==> src/rtl/specs_alarm_pkg.sv <==
// rtl/specs_alarm_pkg.sv - shared event type, checker indices and edge helper for the SPECS alarm collector
package specs_alarm_pkg;

  localparam int EVT_TS_W = 16;

  localparam int CHK_1  = 1;
  localparam int CHK_3  = 3;
  localparam int CHK_5  = 5;
  localparam int CHK_8  = 8;
  localparam int CHK_9  = 9;
  localparam int CHK_13 = 13;
  localparam int CHK_15 = 15;
  localparam int CHK_16 = 16;
  localparam int CHK_18 = 18;
  localparam int CHK_19 = 19;

  typedef struct packed {
    logic [31:0]         bits;
    logic [31:0]         pc;
    logic [EVT_TS_W-1:0] ts;
  } evt_t;

  function automatic logic [31:0] rising_edges(input logic [31:0] cur,
                                               input logic [31:0] prv,
                                               input logic [31:0] msk);
    return cur & ~prv & msk;
  endfunction

endpackage

==> src/rtl/specs_alarm_fifo.sv <==
// rtl/specs_alarm_fifo.sv - first-word-fall-through synchronous FIFO
// Push while full is accepted only when a pop frees the head slot in the same cycle.
module specs_alarm_fifo #(
  parameter int DEPTH = 4,
  parameter int WIDTH = 8
) (
  input  logic             clk,
  input  logic             rst,
  input  logic             push,
  input  logic [WIDTH-1:0] push_data,
  output logic             full,
  input  logic             pop,
  output logic [WIDTH-1:0] pop_data,
  output logic             empty
);

  localparam int AW = (DEPTH > 1) ? $clog2(DEPTH) : 1;

  logic [WIDTH-1:0] mem [DEPTH];
  logic [AW:0]      wr_ptr;
  logic [AW:0]      rd_ptr;
  logic             do_push;
  logic             do_pop;

  // Extra pointer MSB separates the full case from the empty case.
  assign empty    = (wr_ptr == rd_ptr);
  assign full     = (wr_ptr[AW] != rd_ptr[AW]) && (wr_ptr[AW-1:0] == rd_ptr[AW-1:0]);
  assign do_pop   = pop & ~empty;
  assign do_push  = push & (~full | do_pop);
  assign pop_data = mem[rd_ptr[AW-1:0]];

  always_ff @(posedge clk) begin
    if (!rst) begin
      wr_ptr <= '0;
      rd_ptr <= '0;
    end else begin
      if (do_push) wr_ptr <= wr_ptr + 1'b1;
      if (do_pop)  rd_ptr <= rd_ptr + 1'b1;
    end
  end

  always_ff @(posedge clk) begin
    if (do_push) mem[wr_ptr[AW-1:0]] <= push_data;
  end

endmodule

==> src/rtl/specs_alarm_collector.sv <==
// rtl/specs_alarm_collector.sv - rising-edge collector for the SPECS checker vector
// Queues timestamped events, keeps sticky status, drop/event counters and an irq.
module specs_alarm_collector
  import specs_alarm_pkg::*;
#(
  parameter int FIFO_DEPTH = 4,
  parameter int TS_W       = EVT_TS_W,
  parameter int CNT_W      = 8
) (
  input  logic             clk,
  input  logic             rst,
  input  logic             enable,
  input  logic [31:0]      checkers_fired,
  input  logic [31:0]      ex_pc,
  input  logic [31:0]      mask,
  input  logic             clr,
  output logic             evt_valid,
  input  logic             evt_ready,
  output logic [31:0]      evt_bits,
  output logic [31:0]      evt_pc,
  output logic [TS_W-1:0]  evt_ts,
  output logic [31:0]      sticky,
  output logic             overflow,
  output logic [CNT_W-1:0] drop_cnt,
  output logic [CNT_W-1:0] evt_cnt,
  output logic             irq
);

  localparam int              EW      = 64 + TS_W;
  localparam logic [CNT_W-1:0] CNT_MAX = '1;

  logic [TS_W-1:0]  ts;
  logic [31:0]      prev;
  logic [31:0]      new_bits;
  logic             push_req;
  logic             pop;
  logic             accept;
  logic             drop;
  logic             fifo_full;
  logic             fifo_empty;
  logic [EW-1:0]    head;
  logic [CNT_W-1:0] drop_base;
  logic [CNT_W-1:0] evt_base;

  assign new_bits = enable ? rising_edges(checkers_fired, prev, mask) : 32'd0;
  assign push_req = |new_bits;
  assign pop      = evt_valid & evt_ready;
  // A full FIFO still takes the new event when the head leaves in the same cycle.
  assign accept   = push_req & (~fifo_full | pop);
  assign drop     = push_req & fifo_full & ~pop;

  assign evt_valid = ~fifo_empty;
  assign {evt_bits, evt_pc, evt_ts} = evt_valid ? head : {EW{1'b0}};

  assign drop_base = clr ? {CNT_W{1'b0}} : drop_cnt;
  assign evt_base  = clr ? {CNT_W{1'b0}} : evt_cnt;

  specs_alarm_fifo #(
    .DEPTH (FIFO_DEPTH),
    .WIDTH (EW)
  ) u_fifo (
    .clk       (clk),
    .rst       (rst),
    .push      (accept),
    .push_data ({new_bits, ex_pc, ts}),
    .full      (fifo_full),
    .pop       (pop),
    .pop_data  (head),
    .empty     (fifo_empty)
  );

  always_ff @(posedge clk) begin
    if (!rst) begin
      ts       <= '0;
      prev     <= '0;
      sticky   <= '0;
      overflow <= 1'b0;
      drop_cnt <= '0;
      evt_cnt  <= '0;
      irq      <= 1'b0;
    end else begin
      ts <= ts + 1'b1;
      if (enable) prev <= checkers_fired;
      sticky   <= (clr ? 32'd0 : sticky) | new_bits;
      // A drop in the clear cycle wins over the clear.
      overflow <= drop | (overflow & ~clr);
      drop_cnt <= (drop && drop_base != CNT_MAX) ? drop_base + 1'b1 : drop_base;
      evt_cnt  <= (accept && evt_base != CNT_MAX) ? evt_base + 1'b1 : evt_base;
      irq      <= (|sticky) | overflow;
    end
  end

endmodule

==> config.mk <==
export PLATFORM = sky130hd
export DESIGN_NAME = specs_alarm_collector
export DESIGN_NICKNAME = d
export VERILOG_FILES = /design/src/rtl/specs_alarm_pkg.sv /design/src/rtl/specs_alarm_fifo.sv /design/src/rtl/specs_alarm_collector.sv
export SDC_FILE = /design/constraint.sdc
export NUM_CORES = 1
export LEC_CHECK = 0
export ABC_AREA = 1
export CORE_MARGIN = 4
export CORE_UTILIZATION = 50
export DETAILED_ROUTE_END_ITERATION = 10
export GPL_ROUTABILITY_DRIVEN = 0
export PLACE_DENSITY = 0.86
export SLEW_MARGIN = 20
export SYNTH_ARGS = -nofsm -noshare
export SYNTH_HDL_FRONTEND = slang
export SYNTH_SLANG_ARGS = --single-unit
==> constraint.sdc <==
create_clock -name clk -period 5.9 [get_ports clk]
set_clock_uncertainty 0.1 [all_clocks]
set_input_delay 1.18 -clock clk [delete_from_list [all_inputs] [get_ports clk]]
set_output_delay 1.18 -clock clk [all_outputs]
set_load 0.05 [all_outputs]
==> results.sh <==
export IMPL_cp_slowest_cell="buf_4"
export IMPL_ys_types=31
export IMPL_ant_nets=0
export IMPL_ys_warnings_count=0
export IMPL_pwr_share_comb=0.331
export IMPL_critical_path_class="flop to output pin"
export IMPL_power_density_nw_per_um2=435
export IMPL_post_cts_buffers=0
export IMPL_synth_area_um2=17400
export IMPL_drc_errors=0
export IMPL_wl_per_cell_um=18.4
export IMPL_seqPwrFrac=0.401
export IMPL_r2r_cells=10
export IMPL_antenna_cells=0
export IMPL_start_util=0.505
export IMPL_num_rows=68
export IMPL_pre_cts_ws_ns=1.26
export IMPL_clkPwrFrac=0.268
export IMPL_grt_pass1_wl_um=67500
export IMPL_crit_path_end="evt_ts[3]"
export IMPL_critPathArrivalTime_ns=3.81
export IMPL_status="finished clean"
export IMPL_place_area_um2=20100
export IMPL_timing_rr_end="u_fifo.mem[1][32]"
export IMPL_r2r_slack_ns=3.14
export IMPL_crit_fanout=100
export IMPL_cp_start_kind="flop"
export IMPL_numCtsBuffers=42
export IMPL_grt_usage=0.220
export IMPL_final_hold_violation_count=0
export IMPL_power_switching_share=0.361
export IMPL_grt_max_degree=122
export IMPL_required_ns=4.62
export IMPL_die_y_um=194
export IMPL_port_buffers=231
export IMPL_synth_avg_cell_area_um2=10.6
export IMPL_hold_class="flop to flop"
export IMPL_crit_path_max_incr_delay_ns=0.83
export IMPL_layout_min_cycle_time_ns=5.09
export IMPL_p_switching_mw=3.36
export IMPL_cts_sinks=426
export IMPL_dieArea_um2=37800
export IMPL_fin_nets=1956
export IMPL_relSlewSlack=0.240
export IMPL_clk_pin_slew_ns=0.06
export IMPL_async_reset_ff_frac=0
export IMPL_ir_drop_mv=0.317
export IMPL_synth_commonest_cells="320 x edfxtp_1, 303 x nor2_1, 254 x nand2_1"
export IMPL_worst_slew_pin_slew_ns=1.13
export IMPL_ys_ff_latch=426
export IMPL_totalWireLength_um=43000
export IMPL_core_area_um2=34400
export IMPL_synthTopCellsByArea="edfxtp_1 55%, dfxtp_1 12%, nor2_1 6.5%, nand2_1 5.5%, inv_1 4.1%"
export IMPL_slew_violations=0
export IMPL_design_area_um2=21400
export IMPL_ctsResizeCount=0
export IMPL_p_leak_nw=8.34
export IMPL_ys_flop_type="edfxtp_1"
export IMPL_htreeDepth=2
export IMPL_drtIter0Drc=1161
export IMPL_reg2reg_from="prev[9]"
export IMPL_end_kind="output pin"
export IMPL_internal_power_mw=5.94
export IMPL_synth_area_leader_cell="edfxtp_1"
export IMPL_ys_seq_area_frac=0.675
export IMPL_finalCritPeriodShare=0.862
export IMPL_yosysMostFrequentCell="edfxtp_1"
export IMPL_worst_slack_ns=0.815
export IMPL_die_w_um=194
export IMPL_cts_tree="done"
export IMPL_synth_net_count=1752
export IMPL_viasPerCell=5.51
export IMPL_syn_to_final_growth_pct=23.0
export IMPL_hold_buffers=0
export IMPL_synth_cells=1643
export IMPL_firstDrtPassIters=5
export IMPL_first_global_vias=12700
export IMPL_worstPathCellList="buf_4 -> nor2_1 -> o32ai_1 -> nand2_1 -> inv_1 -> clkdlybuf4s50_1"
export IMPL_report_power_total_mw=9.29
export IMPL_rsz0062_at_grt="no"
export IMPL_io_pins=232
export IMPL_antenna_found_initial=1
export IMPL_overflow=0
export IMPL_drive_gt1_frac=0.0554
export IMPL_hold_worst_slack_ns=0.361
export IMPL_yosys_area_top_type_share=0.553
export IMPL_clockBufferDepth=3
export IMPL_insertion_delay_ns=0.52
export IMPL_setup_violations=0
export IMPL_via_count=12800
export IMPL_hpwl_um=27100
export IMPL_max_freq_ghz=0.197
export IMPL_synth_edf_count=320
export IMPL_cts_root_buf="clkbuf_16"
export IMPL_cap_violations=0
## worst max-delay path: cells and delay by family, from the launching register on
| family | cells | cell delay, ns |
|---|---|---|
| compound gates | 1 | 0.46 |
| buf+inv | 3 | 1.72 |
| flops | 1 | 0.76 |
| simple gates | 2 | 0.23 |
## per-stage QoR
stage	util	std cells	setup TNS [ns]
after floorplan	-	1643	-15.42
after global placement	0.584	2257	0
after detailed placement	0.584	2257	0
after CTS	0.621	2331	0
after global routing	0.622	2332	0
final	0.622	2332	0
## routing by layer
layer / track usage / share of wire / vias to the layer above
li1: - / - / 6004
met1: 0.298 / 0.41 / 6202
met2: 0.360 / 0.47 / 534
met3: 0.0413 / 0.078 / 97
met4: 0.0771 / 0.034 / 2
met5: 0 / 0.00030 / -
## logic make-up (layout without fill, tap and decap cells)
family          Yosys count  in the layout  share of synthesized area
flops                   426            426                      0.675
xor+xnor                 14             14                    0.00706
compound gates          262            262                     0.0930
simple gates            648            648                      0.155
fa+ha+maj                 8              8                    0.00576
buf+inv                 285            519                     0.0642
## how the worst min path moves through the flow
stage                     startpoint       end  slack [ns]  depth (start not counted)
after global routing        prev[26]  prev[26]        0.38                          2
after global placement      prev[22]  prev[22]        0.35                          2
after CTS                   prev[19]  prev[19]        0.36                          2
final                       prev[19]  prev[19]        0.36                          2
after detailed placement     prev[0]   prev[0]        0.35                          2
after floorplan              prev[6]   prev[6]        0.34                          2
## placed cells by master, fill, tap and decap left out, types with 6 or more instances in the layout
master / n
o21ai_0: 88
clkdlybuf4s50_1: 230
clkbuf_16: 43
inv_2: 7
inv_1: 188
edfxtp_1: 320
nand2_2: 9
xor2_1: 11
nor2_1: 299
clkbuf_1: 11
nor4_1: 6
nand2_1: 253
dfxtp_1: 104
nand3_1: 10
clkinv_1: 12
buf_4: 12
ha_1: 8
nor3_1: 7
a21oi_1: 92
o32ai_1: 80
nand4_1: 45
## power groups by stage
stage / combinational (mW) / sequential (mW) / clock (mW)
after CTS: 3.06 / 3.76 / 2.52
after floorplan: 2.01 / 3.79 / 0
after global routing: 3.28 / 3.75 / 2.65
final: 3.07 / 3.73 / 2.49
after detailed placement: 3.05 / 3.82 / 0
after global placement: 3.01 / 3.80 / 0
## sequential cells by signal, indices dropped and copies added (netlist names), named ones only
register,flops
overflow,1
evt_cnt,8
u_fifo.wr_ptr,3
u_fifo.mem,320
drop_cnt,8
prev,32
ts,16
irq,1
sticky,32
u_fifo.rd_ptr,3
## area by class of cell
cell class	instances	area (µm²)
clock inverter	19	143
multi-input combinational	932	4560
fill	2560	13000
tap	455	569
clock buffer	55	1130
inverter	198	746
timing repair buffer	247	2480
sequential	426	11700
Power figures use the tool's default switching activity.
